File: src/rtl/conv_frame_sched.sv
// conv_frame_sched
// Sequencer for the 2D convolution engine: loads an IMG x IMG pixel frame
// into the image RAM, issues every OUT x OUT window origin to the datapath,
// and steers the datapath results into the result store. One-cycle done
// pulse per completed frame.
//
// Handshake rule for every valid/ready pair on this block: a transfer
// happens in exactly the cycles where valid and ready are both high at the
// rising edge; valid-side data is held stable while valid is high and ready
// is low.
module conv_frame_sched #(
    parameter int IMG = 8,
    parameter int K   = 3,
    parameter int AW  = 6
) (
    input  logic          clk,
    input  logic          reset,
    input  logic          start,
    input  logic          pix_valid,
    output logic          pix_ready,
    output logic          ram_we,
    output logic [AW-1:0] ram_waddr,
    output logic          win_valid,
    input  logic          win_ready,
    output logic [2:0]    win_row,
    output logic [2:0]    win_col,
    input  logic          res_valid,
    output logic          res_we,
    output logic [AW-1:0] res_addr,
    output logic          busy,
    output logic          done,
    output logic [2:0]    state_dbg
);

    localparam int OUT = IMG - K + 1;

    localparam logic [AW-1:0] LAST_PIX = AW'(IMG * IMG - 1);
    localparam logic [AW-1:0] LAST_RES = AW'(OUT * OUT - 1);
    localparam logic [2:0]    LAST_RC  = 3'(OUT - 1);
    localparam logic [AW-1:0] ONE_AW   = AW'(1);

    typedef enum logic [2:0] {
        IDLE = 3'd0,
        LOAD = 3'd1,
        RUN  = 3'd2,
        WAIT = 3'd3,
        DONE = 3'd4
    } state_t;

    state_t        state, state_nxt;
    logic [AW-1:0] pix_cnt;
    logic [AW-1:0] res_cnt;
    logic [2:0]    row_q, col_q;

    logic          win_acc;
    logic          last_issue;
    logic          final_res;

    assign win_acc    = win_valid & win_ready;
    assign last_issue = win_acc & (row_q == LAST_RC) & (col_q == LAST_RC);
    assign final_res  = res_we & (res_cnt == LAST_RES);

    // State register.
    always_ff @(posedge clk or negedge reset) begin
        if (!reset) state <= IDLE;
        else        state <= state_nxt;
    end

    // Next state and all strobes; strobes are pure decodes of state and inputs.
    always_comb begin
        state_nxt = state;
        pix_ready = 1'b0;
        win_valid = 1'b0;
        res_we    = 1'b0;
        busy      = 1'b1;
        done      = 1'b0;
        unique case (state)
            IDLE: begin
                busy = 1'b0;
                if (start) state_nxt = LOAD;
            end
            LOAD: begin
                pix_ready = 1'b1;
                if (pix_valid && pix_cnt == LAST_PIX) state_nxt = RUN;
            end
            RUN: begin
                win_valid = 1'b1;
                res_we    = res_valid;
                // Final result can only coincide with the last issue here.
                if (res_valid && res_cnt == LAST_RES) state_nxt = DONE;
                else if (win_ready && row_q == LAST_RC && col_q == LAST_RC)
                    state_nxt = WAIT;
            end
            WAIT: begin
                res_we = res_valid;
                if (res_valid && res_cnt == LAST_RES) state_nxt = DONE;
            end
            DONE: begin
                done      = 1'b1;
                state_nxt = IDLE;
            end
            default: state_nxt = IDLE;
        endcase
    end

    assign ram_we    = pix_valid & pix_ready;
    assign ram_waddr = pix_cnt;
    assign win_row   = row_q;
    assign win_col   = col_q;
    assign res_addr  = res_cnt;
    assign state_dbg = state;

    // Pixel, window-origin and result counters; cleared on a new frame and
    // again on the way out so IDLE always shows zeroed addresses.
    always_ff @(posedge clk or negedge reset) begin
        if (!reset) begin
            pix_cnt <= '0;
            res_cnt <= '0;
            row_q   <= '0;
            col_q   <= '0;
        end else begin
            if ((state == IDLE && start) || state == DONE) begin
                pix_cnt <= '0;
                res_cnt <= '0;
                row_q   <= '0;
                col_q   <= '0;
            end else begin
                if (ram_we) begin
                    // Last pixel parks the counter at 0 rather than spilling
                    // into a second frame.
                    if (pix_cnt == LAST_PIX) pix_cnt <= '0;
                    else                     pix_cnt <= pix_cnt + ONE_AW;
                end
                if (win_acc) begin
                    if (last_issue) begin
                        row_q <= '0;
                        col_q <= '0;
                    end else if (col_q == LAST_RC) begin
                        col_q <= '0;
                        row_q <= row_q + 3'd1;
                    end else begin
                        col_q <= col_q + 3'd1;
                    end
                end
                if (res_we && !final_res) res_cnt <= res_cnt + ONE_AW;
                else if (final_res)       res_cnt <= res_cnt + ONE_AW;
            end
        end
    end

endmodule

File: config.mk
export PLATFORM = sky130hd
export DESIGN_NAME = conv_frame_sched
export DESIGN_NICKNAME = d
export VERILOG_FILES = /design/src/rtl/conv_frame_sched.sv
export SDC_FILE = /design/constraint.sdc
export NUM_CORES = 1
export LEC_CHECK = 0
export ABC_CLOCK_PERIOD_IN_PS = 4300
export BUFFER_PORTS_ARGS = -buffer_cell sky130_fd_sc_hd__buf_2
export CORE_UTILIZATION = 45
export DETAILED_ROUTE_END_ITERATION = 10
export MAX_ROUTING_LAYER = met4
export PLACE_DENSITY = 0.71
export SKIP_LAST_GASP = 1
export SYNTH_ARGS = -nofsm -noshare
export SYNTH_HDL_FRONTEND = slang
export SYNTH_SLANG_ARGS = --single-unit
File: constraint.sdc
create_clock -name clk -period 4.3 [get_ports clk]
set_clock_uncertainty 0.1 [all_clocks]
set_input_delay 0.86 -clock clk [delete_from_list [all_inputs] [get_ports clk]]
set_output_delay 0.86 -clock clk [all_outputs]
set_load 0.1 [all_outputs]
### Yosys cells after proc, flatten, opt, wreduce, memory -nomap -nowiden

Cells that the tools add are included.

| storage, ports and cells | value |
|---|---|
| output and inout bits | 27 |
| bits in registers | 21 |
| bits of input ports | 6 |
| logic and storage cells | 67 |

| operators by class | value |
|---|---|
| reduce and logical (&&, ||, !) cells | 16 |
| add/subtract/negate cells | 4 |
| muxes and demuxes | 25 |
| bitwise operators | 5 |
| equality and inequality tests | 12 |

Operator list:

| operator | number |
|---|---|
| $mux W3 | 13 |
| $mux W6 | 6 |
| $add A6 B1 Y6 const B | 2 |
| $eq A6 B6 Y1 const B | 2 |
| $pmux W3 S4 | 1 |
| $eq A3 B3 Y1 const B | 3 |
| $add A3 B1 Y3 const B | 2 |
| $eq A3 B2 Y1 const B | 2 |
| $logic_and A1 B1 Y1 | 6 |
| $ne A2 B2 Y1 const B | 3 |
| $reduce_bool A3 Y1 | 2 |
| $and A1 B1 Y1 | 5 |
| $mux W1 | 5 |
| $reduce_and A4 Y1 | 1 |
| $reduce_bool A2 Y1 | 2 |
| $eq A3 B1 Y1 const B | 1 |
| $logic_not A3 Y1 | 1 |
| $ne A3 B3 Y1 const B | 1 |
| $reduce_and A2 Y1 | 1 |
| $reduce_or A2 Y1 | 1 |
| $logic_not A1 Y1 | 1 |
| $logic_or A1 B1 Y1 | 1 |

### Longest topological paths before layout

| logic depth | value |
|---|---|
| depth in word-level cells | 8 |
| depth in mapped cells | 6 |

### Least setup slack after synthesis

OpenSTA, ideal clock, no wires.

| path | value |
|---|---|
| kind | register to output |
| from | reg state[0] (netlist: state_dbg[0]) |
| to | out pix_ready |
| arrival time | 3298 ps |
| cell stages (with the launch flop) | 2 |
| setup slack | 42 ps |
| buffers on the path | 0 |
| path through | dfrtp_1 -> nor3b_1 |

| on the way | value |
|---|---|
| word-level cells in the longest chain between the ends | 2 |

RTL lines:

| element | RTL line | source |
|---|---|---|
| start, declared | 50 | `state_t state, state_nxt;` |
| start signal, assigned | 66 | `else state <= state_nxt;` |
| $eq A3 B1 Y1 | 77 | `unique case (state)` |
| $mux W1 | 77 |  |
| end, declared | 20 | `output logic pix_ready,` |

Every way passes these cells.

### Final worst setup path

| path | value |
|---|---|
| from | reg state[1] (netlist: state_dbg[1]) |
| to | out win_valid |

| on the way | value |
|---|---|
| word-level cells in the longest chain between the ends | 2 |

RTL lines:

| element | RTL line | source |
|---|---|---|
| $eq A3 B2 Y1 | 77 |  |
| $mux W1 | 77 |  |
| end, declared | 23 | `output logic win_valid,` |

Every way passes these cells.

==> impl_metrics.ini <==
[floorplan]
io_pins = 33
dieArea_um2 = 2773
initial_utilization = 0.4981
die_h_um = 52.66
coreArea_um2 = 2318
rows = 17
die_x_um = 52.66

[sta]
worst_slew_pin_slew_ps = 1205
fmax_mhz = 341.5
finalMaxSlewViolations = 0
setup_viol = 0
hold_violations = 0
min_period_ps = 2928
grt_setup_unrepaired = false
tns_ps = 0
slew_headroom = 0.1937
fin_crit_sh = 0.6809

[yosys]
yosysSeqAreaShare = 0.4550
synthesis.nets = 135
synth_cell_types = 32
ys_warn_count = 0
syn_area_um2 = 1155
synth_edf_count = 0
ys_seq_elements = 21
synthFlopType = dfrtp_1
syn_inst = 125
async_flop_share = 1.000
synth_area_leaders = dfrtp_1, a21oi_1, o21ai_0
yosysTopAreaCell = dfrtp_1
netlist_top_cells_count = dfrtp_1, a21oi_1, o21ai_0
avgSynthCellArea_um2 = 9.239
synth_top_area_frac = 0.4550
yosysMostFrequentCell = dfrtp_1

[finish]
nNetsFinal = 167
drive_gt1_frac = 0.2564
multi_input_area_um2 = 578.1
area_growth_pct = 17.12
fillers = 221
n_antenna_cell = 0
register_area_um2 = 525.5

[global_routing]
grt_pass1_vias = 992
antenna_found_initial = 0
grt_overflow = 0
grt_use_total = 0.2242
grt_pass1_wl_mm = 4.505
grt_max_degree = 22

[power_and_ir_drop]
irDropWorstVdd_v = 0.0005412
power_mw = 0.6781
switching_power_mw = 0.3689
power_density_nw_per_um2 = 501.4
p_leak_nw = 0.6602
sw_frac_of_total = 0.5440
internal_power_mw = 0.3092
power_frac_clock = 0.142
seqPwrFrac = 0.388
pwr-share-comb = 0.470

[worst_setup_path]
cp.required_ps = 3340
rr_startpoint = state_dbg[1]
end_kind = output port
cp-startpoint = state_dbg[1]
rrSetupSlack_ps = 2170
path_class = reg -> out
endpoint = win_valid
critPathMaxFanout = 12
cp.arrival_ps = 1970
r2r-end = ram_waddr[1]
worstSetupStartpointType = flip-flop
reg2reg_depth = 3

[run]
drv_cap = 0

[drt]
drt_iter0_drc = 23
avgRoutedWirePerCell_um = 14.43
drc = 0
viasPerCell = 5.886
num_vias = 1083
ant_nets = 0
routed_wl_mm = 2.655
dr.pass1.iters = 4

[clock_network]
clk_path_buf_depth = 2
clk-insertion-delay-late_ps = 300
clock-sinks = 21
cts_resized = 0
tritoncts = done
clk_pin_slew_ps = 120
cts_buffers = 3
cts-htree-levels = 1
root_buffer = clkbuf_4
cts_setup_buffers = 0
hold_buffers = 0

[placement]
dpl.hpwl_mm = 1.881
place_congestion = 0.8573
port_buffers = 32

[run_status]
status = complete, no violations

[min_path]
min_path_type = in -> async
-- power groups by stage --
stage	registers (mW)	logic, mW	clock network [mW]
after floorplan	0.450	0.0761	0
after global placement	0.263	0.316	0
after CTS	0.262	0.320	0.0999
final	0.263	0.319	0.0966
after global routing	0.268	0.337	0.106
after detailed placement	0.266	0.321	0
-- sequential cells by signal, indices dropped and copies added, names as in the netlist --
register,flops
ram_waddr,6
res_addr,6
state_dbg,3
win_col,3
win_row,3
-- per-layer routing --
| layer | track usage | vias up | share of wire |
|---|---|---|---|
| met5 | - | - | 0 |
| met4 | 0.05263 | 0 | 0.0030 |
| met3 | 0.03478 | 2 | 0.045 |
| met2 | 0.3840 | 29 | 0.53 |
| met1 | 0.2762 | 527 | 0.42 |
| li1 | - | 525 | - |
-- worst min-delay path by stage --
stage	end	from	slack, ps
final	win_row[1]	reset	400
after global routing	res_addr[3]	reset	430
after CTS	win_row[1]	reset	410
after detailed placement	win_col[0]	win_col[0]	430
after global placement	win_col[0]	win_col[0]	420
after floorplan	ram_waddr[0]	reset	460
-- worst max-delay path, stage by stage (launching register included) --
cell and delay (ps):
dfrtp_1 530, or3b_1 510, inv_1 170, buf_2 450
-- cells by family after synthesis --
group | after synthesis | share of synthesized area
and+or+nand+nor | 46 | 0.2340
AOI/OAI and AO/OA | 38 | 0.1907
DFF | 21 | 0.4550
buffers and inverters | 12 | 0.04443
adders and majority gates | 4 | 0.04334
xor gates and xnor gates | 2 | 0.01517
muxes | 2 | 0.01734
-- layout make-up --
class | instances | area share
Clock buffer | 3 | 0.01665
Clock inverter | 1 | 0.003700
Inverter | 7 | 0.01943
Multi-Input combinational cell | 92 | 0.4274
Sequential cell | 21 | 0.3885
Tap cell | 28 | 0.02590
Timing Repair Buffer | 32 | 0.1184
-- per-stage QoR --
stage / area [µm²] / instances / util / hold slack, ps / setup slack (ps)
after global routing: 1353 / 184 / 0.5834 / 428.4 / 1261
after global placement: 1325 / 180 / 0.5715 / 419.4 / 1478
final: 1353 / 184 / 0.5834 / 396.6 / 1372
after detailed placement: 1325 / 180 / 0.5715 / 434.2 / 1428
after floorplan: 1155 / 125 / - / 464.4 / 42.16
after CTS: 1353 / 184 / 0.5834 / 407.9 / 1379
-- layout by cell type (no fill, tap or decap) --
| master | count |
|---|---|
| or3b_1 | 1 |
| a41oi_1 | 1 |
| o211ai_1 | 1 |
| a21oi_1 | 16 |
| or4b_4 | 1 |
| xor2_1 | 2 |
| a21oi_2 | 1 |
| clkinv_2 | 1 |
| or4_1 | 4 |
| inv_1 | 7 |
| nand2_1 | 11 |
| nand4b_1 | 3 |
| nand4bb_1 | 1 |
| a311oi_1 | 1 |
| clkbuf_4 | 3 |
| a31oi_1 | 1 |
| and4b_1 | 1 |
| nand3b_1 | 1 |
| mux2i_1 | 2 |
| or4b_2 | 1 |
| nand3_1 | 6 |
| ha_1 | 4 |
| nor2_1 | 8 |
| o31ai_1 | 3 |
| o21ai_0 | 12 |
| or2_2 | 1 |
| nor3b_1 | 1 |
| or3_1 | 5 |
| o32ai_1 | 2 |
| buf_2 | 32 |
| dfrtp_1 | 21 |
| nor2b_1 | 1 |
Power figures use the tool's default switching activity.
